[src/rtl/packetizer_rr_arbiter.sv]
// packetizer_rr_arbiter
// Shares one queue-insertion port between NUMBER_OF_INPUTS packetizers.
// A round-robin grant picks one requesting input per cycle. The accepted
// packet and its destination queue id are captured in a one-entry output
// register, so the queue-side timing is decoupled from the packetizer side.
// Back-to-back transfers reach one packet per cycle because the register
// can reload on the same edge that drains it.

module packetizer_rr_arbiter #(
   parameter  int DATA_SIZE        = 512,
   parameter  int NUMBER_OF_QUEUES = 4,
   parameter  int NUMBER_OF_INPUTS = 2,
   localparam int QW = (NUMBER_OF_QUEUES > 1) ? $clog2(NUMBER_OF_QUEUES) : 1,
   localparam int IW = $clog2(NUMBER_OF_INPUTS)
) (
   input  logic                                  aclk,
   input  logic                                  aresetn,
   input  logic [NUMBER_OF_INPUTS-1:0]           inputs_enable,
   input  logic [NUMBER_OF_INPUTS-1:0]           packetizers_valid,
   output logic [NUMBER_OF_INPUTS-1:0]           packetizers_ready,
   input  logic [NUMBER_OF_INPUTS*QW-1:0]        packetizers_id,
   input  logic [NUMBER_OF_INPUTS*DATA_SIZE-1:0] packetizers_packet,
   output logic                                  queues_valid,
   input  logic                                  queues_ready,
   output logic [QW-1:0]                         queues_id,
   output logic [DATA_SIZE-1:0]                  queues_packet,
   output logic [IW-1:0]                         last_grant
);

   // Priority pointer value after reset: the last input, so input 0 wins first.
   localparam logic [IW-1:0] LAST_INPUT = IW'(NUMBER_OF_INPUTS - 1);

   // Registered state
   logic                           queues_valid_q;
   logic                           queues_valid_d;
   logic [QW-1:0]                  queues_id_q;
   logic [QW-1:0]                  queues_id_d;
   logic [DATA_SIZE-1:0]           queues_packet_q;
   logic [DATA_SIZE-1:0]           queues_packet_d;
   logic [IW-1:0]                  last_grant_q;
   logic [IW-1:0]                  last_grant_d;

   // Arbitration and handshake signals
   logic [NUMBER_OF_INPUTS-1:0]    req_s;
   logic [NUMBER_OF_INPUTS-1:0]    grant_s;
   logic [IW-1:0]                  grant_idx_s;
   logic [NUMBER_OF_INPUTS-1:0]    ready_s;
   logic [QW-1:0]                  sel_id_s;
   logic [DATA_SIZE-1:0]           sel_packet_s;
   logic                           can_load_s;
   logic                           in_hs_s;
   logic                           out_hs_s;

   // Index reached by stepping 'offset' places past 'base', wrapping modulo
   // the input count. The sum is one bit wider than an index, and since
   // base < N and offset <= N a single conditional subtraction is enough.
   function automatic logic [IW-1:0] rr_index(input logic [IW-1:0] base,
                                              input int            offset);
      logic [IW:0] sum;
      sum = {1'b0, base} + (IW+1)'(offset);
      if (sum >= (IW+1)'(NUMBER_OF_INPUTS)) begin
         sum = sum - (IW+1)'(NUMBER_OF_INPUTS);
      end else begin
         sum = sum;
      end
      return sum[IW-1:0];
   endfunction

   // A disabled input never requests, whatever its valid says.
   assign req_s = packetizers_valid & inputs_enable;

   // Round-robin search starting just after the last accepted input.
   always_comb begin
      logic [IW-1:0] cand_v;
      logic          found_v;
      grant_s     = '0;
      grant_idx_s = last_grant_q;
      found_v     = 1'b0;
      cand_v      = '0;
      for (int k = 1; k <= NUMBER_OF_INPUTS; k++) begin
         cand_v = rr_index(last_grant_q, k);
         if (!found_v && req_s[cand_v]) begin
            grant_s[cand_v] = 1'b1;
            grant_idx_s     = cand_v;
            found_v         = 1'b1;
         end else begin
            found_v = found_v;
         end
      end
   end

   // One-hot AND-OR mux of the granted input's id and packet.
   always_comb begin
      sel_id_s     = '0;
      sel_packet_s = '0;
      for (int i = 0; i < NUMBER_OF_INPUTS; i++) begin
         sel_id_s     = sel_id_s
                      | (packetizers_id[i*QW +: QW] & {QW{grant_s[i]}});
         sel_packet_s = sel_packet_s
                      | (packetizers_packet[i*DATA_SIZE +: DATA_SIZE]
                         & {DATA_SIZE{grant_s[i]}});
      end
   end

   // The output register can take a packet when it is empty or draining now.
   // Ready is also held low while reset is asserted.
   assign can_load_s = ~queues_valid_q | queues_ready;
   assign ready_s    = grant_s & {NUMBER_OF_INPUTS{can_load_s & aresetn}};
   assign in_hs_s    = |(ready_s & packetizers_valid);
   assign out_hs_s   = queues_valid_q & queues_ready;

   // Next state of the output register and the priority pointer.
   always_comb begin
      queues_valid_d  = queues_valid_q;
      queues_id_d     = queues_id_q;
      queues_packet_d = queues_packet_q;
      last_grant_d    = last_grant_q;
      if (in_hs_s) begin
         // Load, possibly replacing a packet that drains on this same edge.
         queues_valid_d  = 1'b1;
         queues_id_d     = sel_id_s;
         queues_packet_d = sel_packet_s;
         last_grant_d    = grant_idx_s;
      end else if (out_hs_s) begin
         // Drained with nothing to replace it: id and packet keep old values.
         queues_valid_d  = 1'b0;
      end else begin
         // Idle, stalled or withdrawn request: nothing moves.
         queues_valid_d  = queues_valid_q;
      end
   end

   // State registers; asynchronous reset discards any buffered packet.
   always_ff @(posedge aclk or negedge aresetn) begin
      if (!aresetn) begin
         queues_valid_q  <= 1'b0;
         queues_id_q     <= '0;
         queues_packet_q <= '0;
         last_grant_q    <= LAST_INPUT;
      end else begin
         queues_valid_q  <= queues_valid_d;
         queues_id_q     <= queues_id_d;
         queues_packet_q <= queues_packet_d;
         last_grant_q    <= last_grant_d;
      end
   end

   assign packetizers_ready = ready_s;
   assign queues_valid      = queues_valid_q;
   assign queues_id         = queues_id_q;
   assign queues_packet     = queues_packet_q;
   assign last_grant        = last_grant_q;

endmodule

[config.mk]
export PLATFORM = sky130hd
export DESIGN_NAME = packetizer_rr_arbiter
export DESIGN_NICKNAME = d
export VERILOG_FILES = /design/src/rtl/packetizer_rr_arbiter.sv
export SDC_FILE = /design/constraint.sdc
export NUM_CORES = 1
export LEC_CHECK = 0
export BUFFER_PORTS_ARGS = -buffer_cell sky130_fd_sc_hd__buf_2
export CORE_AREA = 2 2 611 613
export CTS_CLUSTER_SIZE = 10
export DETAILED_ROUTE_END_ITERATION = 8
export DIE_AREA = 0 0 613 615
export PLACE_DENSITY = 0.3
export SLEW_MARGIN = 40
export SYNTH_ARGS = -nofsm -noshare
export SYNTH_HDL_FRONTEND = slang
export SYNTH_SLANG_ARGS = --single-unit
[constraint.sdc]
create_clock -name aclk -period 1.5 [get_ports aclk]
set_clock_uncertainty 0.15 [all_clocks]
set_input_delay 0.075 -clock aclk [delete_from_list [all_inputs] [get_ports aclk]]
set_output_delay 0.075 -clock aclk [all_outputs]
set_load 0.01 [all_outputs]
==> metrics.md, run 1 <==
| Metric | Value |
|---|---|
| Largest cells by area after synthesis | dfrtp_1, o221ai_1, inv_1, o31ai_1, buf_2 |
| Top-area cell type share of the netlist area | between 40% and 50% |
| Hold_buf cts | approximately 1900 |
| GP Congestion | between 0.8 and 0.9 |
| Cell taking the most area after synthesis | dfrtp_1 |
| Syn_nets | around 4000 |
| Syn Inst Count | around 2900 |
| Register area share after synthesis | 48.6% |
| CTS buffer count | slightly above 80 |
| Post-CTS setup buffer count | 45 |
| Syn_area_per_cell | just over 9 µm² |
| Status | aborted with a tool error |
| H-Tree Depth | 3 |
| Yosys reg bits | 516 |
| Yosys cell types | 21 |
| Err | [ERROR RSZ-0060] Max buffer count reached. |
| Adder-cell share of the synthesized area | 0% |
| Io pins | between 1500 and 2000 |
| Clock Tree Buf Depth | 4 |
| CTS root buffer | clkbuf_16 |
| Fail Step | clock tree synthesis (4_1_cts) |
| Compound-cell area share of the yosys netlist | 31.5% |
| Post-synthesis xor/xnor area fraction | 0% |
| Post-synthesis mux area share | 0% |
| Count of port buffers added during placement | ~1600 |
| Starting Density | 7.17% |
| HPWL after DPL | 232000 µm |
| Simple logic cell fraction of the synthesized area | less than 1% |
| CTS sink count | 516 |
| Placed instance count | just over 9000 |
| Post-Synthesis Cell Area | between 20000 and 30000 µm² |
| Die height | 615 µm |
| # rows | between 200 and 250 |
| Die Wd | between 600 and 700 µm |
| Ys Warns | 0 |
| PostCTS Resize Cnt | approximately 350 |
| Largest family of logic cells by synthesized area | compound AO/OA/AOI/OAI gates |
-- logic make-up after synthesis --
logic type | count (synthesis)
buffers and inverters | 1316
AO/OA/AOI/OAI | 1032
flip-flops | 516
AND/OR/NAND/NOR | 9
-- cell usage after synthesis --
master and n:
nand4_1 1, a21o_1 1, and2_1 2, nand2b_1 1, nand2_1 1, o221ai_1 514, buf_4 13, buf_2 201
inv_2 1, buf_1 14, o21ai_0 1, dfstp_2 1, o31ai_1 514, o2111ai_1 1, inv_1 1030, dfrtp_1 515
a22oi_1 1, nor4_1 1, nand3_1 2, clkbuf_1 57, nor2b_1 1
-- stage by stage --
stage                     hold WS [ns]  TNS (ns)  worst slack, ns  instance area (µm²)  utilization (%)
after floorplan                 -0.371    -33.13          -0.0773                26900                -
after global placement         -0.0582   -248.91           -0.550                41500             11.2
after detailed placement       -0.0579   -247.06           -0.546                41500             11.2
==> run 2: changes to the inputs <==
CTS_CLUSTER_SIZE = unset   (was 10)
PLACE_DENSITY = unset   (was 0.3)
PLACE_DENSITY_LB_ADDON = 0.15   (was unset)
clock period = 1.95 ns   (was 1.5 ns; I/O delays follow)
==> run 2 against run 1 <==
The flow now finishes, with violations (setup timing). Synthesized cell count unchanged. Synthesized area unchanged.
==> metrics.md, run 2 <==
| Metric | Value |
|---|---|
| Largest cells by area after synthesis | dfrtp_1, o221ai_1, inv_1, o31ai_1, buf_2 |
| Finish-stage setup viols | 448 |
| Setup ws final | -0.300 ns |
| Post-Synthesis Cell Area | roughly 27000 µm² |
| DRC violations left | 0 |
| Commonest cells in the netlist | inv_1, dfrtp_1, o221ai_1, o31ai_1, buf_2 |
| Status | finished, violations left |
| RSZ-0062 raised after global routing | yes |
| Ys flop type | dfrtp_1 |
| Crit. End Element | output port |
| WP data required | approximately 1.7 ns |
| Starting Density | just over 7% |
| Worst EP arrival | ~2 ns |
| Period utilization | 115% |
| DR vias/cell | between 3 and 4 |
| Clock Tree Buf Depth | 4 |
| Antenna violations before repair | 36 |
| Syn Inst Count | between 2000 and 3000 |
| Routed vias | 38700 |
| Syn_area_per_cell | between 9 and 10 µm² |
| Design Area, Final | between 60000 and 70000 µm² |
| DR WL/cell | 23.6 µm |
| Commonest non-fill, non-tap cell in the layout | dlygate4sd3_1 |
| H-Tree Depth | 3 |
| Total Routing Usage GR | 13.7% |
| Worst Hold Class | primary input to register |
| Setup crit start kind | register |
| Worst IR Drop VDD | between 0.4 and 0.5 mV |
| Share of layout cells above drive strength 1 | a little over a third |
| Commonest non-fill, non-tap cells in the layout | dlygate4sd3_1, buf_2, inv_1, dfrtp_1, o31ai_1 |
| MaxCap Viol Count | 0 |
| Slew HR | ~64% |
| Final hold viol count | 0 |
| Grt ovf | 0 |
| Final min period | approximately 2.3 ns |
| Clock-pin slew on the worst setup and hold paths | approximately 0.06 ns |
| Io pins | about 1600 |
| Die Wd | between 600 and 700 µm |
| Max reg flops | roughly 510 |
| DP Area | 41600 µm² |
| Die height | roughly 600 µm |
| P&R area growth vs syn | 153% |
| Cell taking the most area after synthesis | dfrtp_1 |
| Worst path slowest cell | dfstp_2 |
| Static leakage | around 32 nW |
| Failing checks | setup timing |
| Syn_nets | about 4000 |
| Register area share after synthesis | roughly half |
| First-pass GRT wire length | around 360000 µm |
| Antenna-violating nets left | 0 |
| Yosys reg bits | 516 |
| Count of port buffers added during placement | 1552 |
| Most common cell in the netlist | inv_1 |
| First-pass iteration count of the detailed router | 7 |
| CTS tree | done |
| Post-synth EDFFs | 0 |
| CTS buffer count | between 80 and 90 |
| CTS root buffer | clkbuf_16 |
| CTS sink count | roughly 520 |
| Yosys cell types | 21 |
| Top-area cell type share of the netlist area | about half |
| # rows | between 200 and 250 |
| Total Routed Length | between 200000 and 300000 µm |
| Crit path cell chain | buf_6 > o2111ai_4 > buf_12 > buf_12 > clkinv_4 > buf_6 |
| Ys Warns | 0 |
| Slew @ Worst Pin | 0.540 ns |
| CP max stage delay | 0.55 ns |
| Crit Path Category | register to output port |
| Hold_ws | 0.0631 ns |
| Max Slew Vio Count | 0 |
| Die Area | ~380000 µm² |
| Post-synthesis async set-or-reset flop share | 100% |
| Skew-Pair Late Insertion Delay | approximately 0.77 ns |
| GP Congestion | around 0.85 |
| HPWL after DPL | 209000 µm |
| Core ar. | between 300000 and 400000 µm² |
| Final Net Count | between 7000 and 8000 |
| Starting DRC count in detailed routing | about 1600 |
| Fmax | around 440 MHz |
| Largest net degree at the start of global routing | 84 |
| CP max FO | 3 |
| PD cells | ~720 nW/µm² |
| Vias in the first global route | between 40000 and 50000 |
[run 2: cell counts after synthesis]
Identical to the previous run, type by type.
[run 2: power by group]
group	internal (mW)	switching, mW
registers	13.0	2.11
clock network	8.93	6.55
logic	7.96	10.2
[run 2: what timing repair did]
| item | in CTS | in global routing |
|---|---|---|
| resized for setup | 390 | 120 |
| pin swaps | 183 | 77 |
| cloned | 34 | 17 |
| endpoints found under the hold margin | 1032 | 20 |
| endpoints found under the setup margin | 267 | 518 |
| hold buffers | 1867 | 2 |
| setup buffers | 55 | 22 |
[run 2: cell families (layout without fill, tap and decap cells)]
logic type | after synthesis | count (layout) | share of synthesized area [%]
AOI/OAI and AO/OA | 1032 | 1032 | 31.5
and+or+nand+nor | 9 | 9 | 0.193
other | 0 | 25 | 0
buffers and inverters | 1316 | 4914 | 19.7
DFF | 516 | 516 | 48.6
[run 2: metrics by stage]
step,setup slack [ns],utilization [%],setup TNS (ns),std cells,power (mW)
global route,-0.418,18.1,-98.35,11500,51.6
detailed placement,-0.0843,11.2,-5.72,9321,29.4
CTS,-0.425,17.9,-108.72,11400,49.8
global placement,-0.116,11.2,-13.12,9321,29.4
floorplan,0.284,-,0,2873,19.2
finish,-0.300,18.2,-48.39,11500,48.8
[run 2: final timing paths]
kind                               startpoint              endpoint  slack [ns]  cells after the start
hold reg to reg            queues_packet[361]    queues_packet[361]        0.35                      2
setup / recovery                   last_grant  packetizers_ready[0]       -0.30                      6
max in group asynchronous             aresetn     queues_packet[90]        0.30                      5
setup reg to reg                   last_grant    queues_packet[245]       -0.23                      9
min in group asynchronous             aresetn     queues_packet[73]        0.08                      4
hold / removal                        aresetn     queues_packet[10]        0.06                      6
[run 2: area by class of cell]
type,instances,area (µm²)
Fill cell,41800,303000
Timing Repair Buffer,3732,31100
Tap cell,4972,6220
Inverter,1031,3880
Clock inverter,23,203
Sequential cell,516,12900
Antenna cell,25,62.6
Multi-Input combinational cell,1041,10500
Clock buffer,128,2450
[run 2: worst max-delay path: cells and delay by family (launching register included)]
kind                   cells  cell delay, ns
AOI/OAI and AO/OA          1            0.14
buffers and inverters      5            0.52
DFF                        1            0.55
[run 2: metal layers]
metal  part of all wire [%]  wire [µm]  track usage, %  vias up
met5                  0.024         65               0        -
met4                    2.9       7790            3.71       10
met3                    8.9      23900            5.04      289
met2                     49     134000            24.1     1361
met1                     39     105000            15.3    19800
li1                       -          -               -    17200
No activity file was read; power rests on OpenSTA's default activity.
